--- config.mk ---
export PLATFORM = sky130hd
export DESIGN_NAME = cache_fill_fsm
export DESIGN_NICKNAME = d
export VERILOG_FILES = /design/src/rtl/cache_fill_fsm.sv
export SDC_FILE = /design/constraint.sdc
export NUM_CORES = 1
export LEC_CHECK = 0
export CORE_ASPECT_RATIO = 0.9
export CORE_MARGIN = 3
export CORE_UTILIZATION = 40
export CTS_BUF_LIST = sky130_fd_sc_hd__clkbuf_8 sky130_fd_sc_hd__clkbuf_16
export DETAILED_ROUTE_END_ITERATION = 12
export PLACE_DENSITY_LB_ADDON = 0.2
export SYNTH_ARGS = -nofsm -noshare
export SYNTH_HDL_FRONTEND = slang
export SYNTH_SLANG_ARGS = --single-unit
export TNS_END_PERCENT = 1
--- constraint.sdc ---
create_clock -name clk -period 2.6 [get_ports clk]
set_clock_uncertainty 0.15 [all_clocks]
set_input_delay 0.52 -clock clk [delete_from_list [all_inputs] [get_ports clk]]
set_output_delay 0.52 -clock clk [all_outputs]
set_load 0.02 [all_outputs]
--- src/rtl/cache_fill_fsm.sv ---
// Cache block fill engine: on a miss, reads BLOCK_WORDS words from main memory,
// streams each returned word into the data array, then issues one tag write.
module cache_fill_fsm #(
    parameter int BLOCK_WORDS = 8,
    parameter int CNT_W       = 4
) (
    input  logic        clk,
    input  logic        rst_n,
    input  logic        miss_detected,
    input  logic [15:0] miss_address,
    input  logic [15:0] mem_data,
    input  logic        mem_data_valid,
    output logic        fsm_busy,
    output logic        mem_ren,
    output logic [15:0] mem_addr,
    output logic        write_data_array,
    output logic        write_tag_array,
    output logic [15:0] fill_addr,
    output logic [15:0] fill_data
);

    typedef enum logic [1:0] {
        IDLE = 2'd0,
        FILL = 2'd1,
        TAG  = 2'd2
    } state_t;

    localparam logic [CNT_W-1:0] FULL_CNT = CNT_W'(BLOCK_WORDS);
    localparam logic [CNT_W-1:0] LAST_CNT = CNT_W'(BLOCK_WORDS - 1);

    state_t           r_state;
    state_t           w_next_state;
    logic [15:0]      r_base;
    logic [CNT_W-1:0] r_issue_cnt;
    logic [CNT_W-1:0] r_recv_cnt;

    logic             w_issue_active;
    logic             w_recv;
    logic [CNT_W-1:0] w_issue_idx;
    logic [15:0]      w_issue_addr;
    logic [15:0]      w_recv_addr;

    assign w_issue_active = (r_state == FILL) && (r_issue_cnt < FULL_CNT);
    assign w_recv         = (r_state == FILL) && mem_data_valid;
    // After the last request the read address parks on the final word.
    assign w_issue_idx    = w_issue_active ? r_issue_cnt : LAST_CNT;
    assign w_issue_addr   = r_base + (16'(w_issue_idx) << 1);
    assign w_recv_addr    = r_base + (16'(r_recv_cnt) << 1);

    // NOTE: sequential state uses non-blocking assignments and an async reset
    // in the sensitivity list, so every flop clears the instant rst_n falls.
    always_ff @(posedge clk or negedge rst_n) begin
        if (!rst_n) begin
            r_state <= IDLE;
        end else begin
            r_state <= w_next_state;
        end
    end

    // NOTE: every always_comb output gets a default first so no latch is inferred.
    always_comb begin
        w_next_state = r_state;
        case (r_state)
            IDLE: if (miss_detected) w_next_state = FILL;
            FILL: if (mem_data_valid && (r_recv_cnt == LAST_CNT)) w_next_state = TAG;
            TAG:  w_next_state = IDLE;
            default: w_next_state = IDLE;
        endcase
    end

    always_ff @(posedge clk or negedge rst_n) begin
        if (!rst_n) begin
            r_base      <= 16'h0000;
            r_issue_cnt <= '0;
            r_recv_cnt  <= '0;
        end else if (r_state == IDLE) begin
            if (miss_detected) begin
                r_base      <= {miss_address[15:4], 4'b0000};
                r_issue_cnt <= '0;
                r_recv_cnt  <= '0;
            end
        end else if (r_state == FILL) begin
            // Issue and receive advance independently; both may step in one cycle.
            if (w_issue_active) r_issue_cnt <= r_issue_cnt + 1'b1;
            if (w_recv)         r_recv_cnt  <= r_recv_cnt + 1'b1;
        end
    end

    always_comb begin
        fsm_busy         = 1'b0;
        mem_ren          = 1'b0;
        mem_addr         = 16'h0000;
        write_data_array = 1'b0;
        write_tag_array  = 1'b0;
        fill_addr        = 16'h0000;
        case (r_state)
            FILL: begin
                fsm_busy         = 1'b1;
                mem_ren          = w_issue_active;
                mem_addr         = w_issue_addr;
                write_data_array = w_recv;
                fill_addr        = w_recv_addr;
            end
            TAG: begin
                fsm_busy         = 1'b1;
                mem_addr         = w_issue_addr;
                write_tag_array  = 1'b1;
                fill_addr        = r_base;
            end
            default: ;
        endcase
    end

    assign fill_data = mem_data;

endmodule

==> impl_metrics.env <==
export IMPL_ir_drop_v=0.000526
export IMPL_setup_tns_final_ns=-0.0178
export IMPL_path_class="register to primary output"
export IMPL_antenna_found_initial=0
export IMPL_antenna_cells=0
export IMPL_startpoint_type="register"
export IMPL_grtUsageMet3_pct=2.54
export IMPL_dp_cells=323
export IMPL_drt_iter0_drc=67
export IMPL_path_delay_family="buffers and inverters"
export IMPL_synthXorXnorAreaFrac_pct=6.60
export IMPL_die_width_microns=77.8
export IMPL_routed_wirelength_microns=4390
export IMPL_rsz0062_at_grt="true"
export IMPL_grtUsageTotal_pct=16.5
export IMPL_cp_arrival_ns=1.95
export IMPL_overflow=0
export IMPL_yosysWarnings=0
export IMPL_timing_critical_path_buf_inv=3
export IMPL_nFillCells=407
export IMPL_first_pass_iters=4
export IMPL_cts_buffers=3
export IMPL_drv_slew=0
export IMPL_synthArstFlopShare_pct=100
export IMPL_synth_compound_area_share_pct=12.9
export IMPL_syn_area_sq_mm=0.00186
export IMPL_min_path_type="register to register"
export IMPL_layout_common_cells="36 x buf_4, 23 x nand2_1, 22 x dlygate4sd2_1, 22 x dfrtp_1, 16 x clkdlybuf4s50_1"
export IMPL_synthToLayoutAreaGrowth_pct=35.2
export IMPL_top_usage_layer="met1"
export IMPL_muxShareOfSynthArea_pct=9.02
export IMPL_drcViolationCount=0
export IMPL_finalSetupViolations=1
export IMPL_crit_path_end_kind="primary output"
export IMPL_violations="negative setup slack"
export IMPL_cpPeakStageDelay_ns=0.40
export IMPL_grt_met1_usage_pct=24.6
export IMPL_cts_path_max_buffers=2
export IMPL_powerDensity_mw_per_mm2=1230
export IMPL_final_common_cell="buf_4"
export IMPL_clkTransAtPathRegs_ns=0.08
export IMPL_numPortBuffers=49
export IMPL_yosys_area_share_simple_pct=22.4
export IMPL_avgSynthCellArea_sq_um=8.85
export IMPL_finalHoldViolCount=0
export IMPL_ctsHoldBuffers=0
export IMPL_min_period_over_period_pct=101
export IMPL_slowest_stage="ha_2"
export IMPL_cts_tree="built"
export IMPL_grt_use_met2_pct=24.2
export IMPL_fin_cells=328
export IMPL_synth_edf_count=0
export IMPL_vias_per_cell=4.96
export IMPL_die_area_sq_mm=0.00550
export IMPL_worstPathRequired_ns=1.93
export IMPL_drive_above_1_share_pct=27.6
export IMPL_cts_htree_levels=1
export IMPL_grt_max_degree=23
export IMPL_synth_top_family_by_area="simple AND/OR/NAND/NOR gates"
export IMPL_clk_latency_ns=0.26
export IMPL_ys_ff_latch=22
export IMPL_fin_util_pct=58.9
export IMPL_whs_ns=0.364
export IMPL_crit_chain="inv_1 > ha_2 > and2_1 > buf_4 > nand2_1 > o21ai_0 > clkdlybuf4s15_1"
export IMPL_ys_seq_area_share_pct=29.6
export IMPL_via_count=1626
export IMPL_first_global_vias=1543
export IMPL_ys_flop_type="dfrtp_1"
export IMPL_num_io_pins=88
export IMPL_synth_distinct_cells=43
export IMPL_synth_fa_ha_area_share_pct=6.73
export IMPL_rows=22
export IMPL_grt_pass1_wl_microns=7400
export IMPL_fp_coreArea_sq_mm=0.00427
export IMPL_cap_violations=0
export IMPL_finalWeightedCongestion=0.939
export IMPL_final_nets=315
export IMPL_status="complete, but fails checks"
export IMPL_p_leak_nw=1.20
export IMPL_max_freq_ghz=0.382
export IMPL_setup_ws_ns=-0.0178
export IMPL_syn_inst=210
export IMPL_start_util_pct=43.5
export IMPL_drt_wirelength_per_cell_microns=13.4
export IMPL_cts_root_buffer="clkbuf_8"
export IMPL_dp_hpwl_microns=3420
export IMPL_period_needed_ns=2.62
export IMPL_cts_sinks=22
export IMPL_ant_nets=0
export IMPL_crit_path_max_fanout=6
export IMPL_chipHeight_microns=70.7
cells in the mapped netlist, types with 2 or more instances:
| library cell | count | area (sq um) |
|---|---|---|
| a21boi_0 | 2 | 15.0 |
| a21oi_1 | 5 | 25.0 |
| a22oi_1 | 2 | 15.0 |
| and2_1 | 14 | 87.6 |
| and3_1 | 4 | 25.0 |
| buf_2 | 6 | 30.0 |
| buf_4 | 21 | 158 |
| buf_6 | 2 | 22.5 |
| clkbuf_1 | 3 | 11.3 |
| dfrtp_1 | 22 | 551 |
| ha_1 | 10 | 125 |
| inv_1 | 3 | 11.3 |
| mux2_2 | 14 | 158 |
| nand2_1 | 24 | 90.1 |
| nand2b_1 | 2 | 12.5 |
| nand3_1 | 7 | 35.0 |
| nand4_1 | 5 | 31.3 |
| nor2_1 | 2 | 7.51 |
| nor2b_1 | 3 | 18.8 |
| nor3_1 | 6 | 30.0 |
| o21a_1 | 3 | 22.5 |
| o21ai_0 | 13 | 65.1 |
| o311ai_0 | 3 | 26.3 |
| o31ai_1 | 2 | 15.0 |
| or3_1 | 2 | 12.5 |
| xnor2_1 | 4 | 35.0 |
| xor2_1 | 10 | 87.6 |
stage by stage:
stage               power (mW)  setup WS [ns]  area, sq um
floorplan                 2.02          0.192         1880
global placement          3.00         -0.237         2470
detailed placement        3.01         -0.297         2470
CTS                       3.10         -0.148         2500
global route              3.35        -0.0899         2510
finish                    3.10        -0.0178         2510
worst register-to-register path, cell delays in order, from the launching register on:
cell,delay [ns]
dfrtp_1,0.38
inv_1,0.09
buf_4,0.12
ha_2,0.18
buf_4,0.16
buf_4,0.14
and3b_1,0.24
nand2_1,0.09
xor2_1,0.14
a21oi_1,0.12
sequential cells by signal, indices dropped and copies added, names as in the netlist:
name	flops
r_state	2
r_recv_cnt	4
r_issue_cnt	4
r_base	12
kinds of logic after synthesis:
kind of cell | Yosys count
other | 1
adders and majority gates | 10
muxes | 15
AOI/OAI and AO/OA | 37
DFF | 22
xor gates and xnor gates | 14
and+or+nand+nor | 76
buffers and inverters | 35
area by class of cell:
class | instances | area, sq um | area share, %
clock buffers | 4 | 55.1 | 2.19
multi-input cells | 156 | 1140 | 45.4
well taps | 60 | 75.1 | 2.99
flip-flops and latches | 22 | 551 | 21.9
repair buffers | 83 | 681 | 27.1
inverters | 3 | 11.3 | 0.448
metal layers:
metal | up-vias | part of all wire [%]
li1 | 835 | -
met4 | 0 | 0.96
met5 | - | 0
met3 | 8 | 6.4
met1 | 731 | 51
met2 | 52 | 42
repair_timing:
action / in CTS / in global routing
cloned: 0 / 0
endpoints found under the setup margin: 32 / 11
setup buffers: 0 / 1
gates resized for setup: 60 / 22
pin swaps: 0 / 3
path summary, 6_finish.rpt:
path	end	slack (ns)	start	depth (start not counted)
setup / recovery	fill_addr[7]	-0.02	r_state[1]$_DFFE_PN0P_	7
hold / removal	r_issue_cnt[3]$_DFFE_PN0P_	0.36	r_issue_cnt[3]$_DFFE_PN0P_	2
setup reg to reg	r_recv_cnt[2]$_DFFE_PN0P_	0.72	r_state[1]$_DFFE_PN0P_	9
hold reg to reg	r_issue_cnt[3]$_DFFE_PN0P_	0.36	r_issue_cnt[3]$_DFFE_PN0P_	2
max in group asynchronous	r_base[7]$_DFFE_PN0P_	1.62	rst_n	2
min in group asynchronous	r_base[9]$_DFFE_PN0P_	0.45	rst_n	2
power breakdown:
| part | switching, mW | leakage (nW) | internal (mW) |
|---|---|---|---|
| sequential | 0.170 | 0.276 | 0.479 |
| clock | 0.115 | 0.0288 | 0.135 |
| combinational | 1.18 | 0.894 | 1.02 |
| total | 1.47 | 1.20 | 1.63 |
Power figures use the tool's default switching activity.
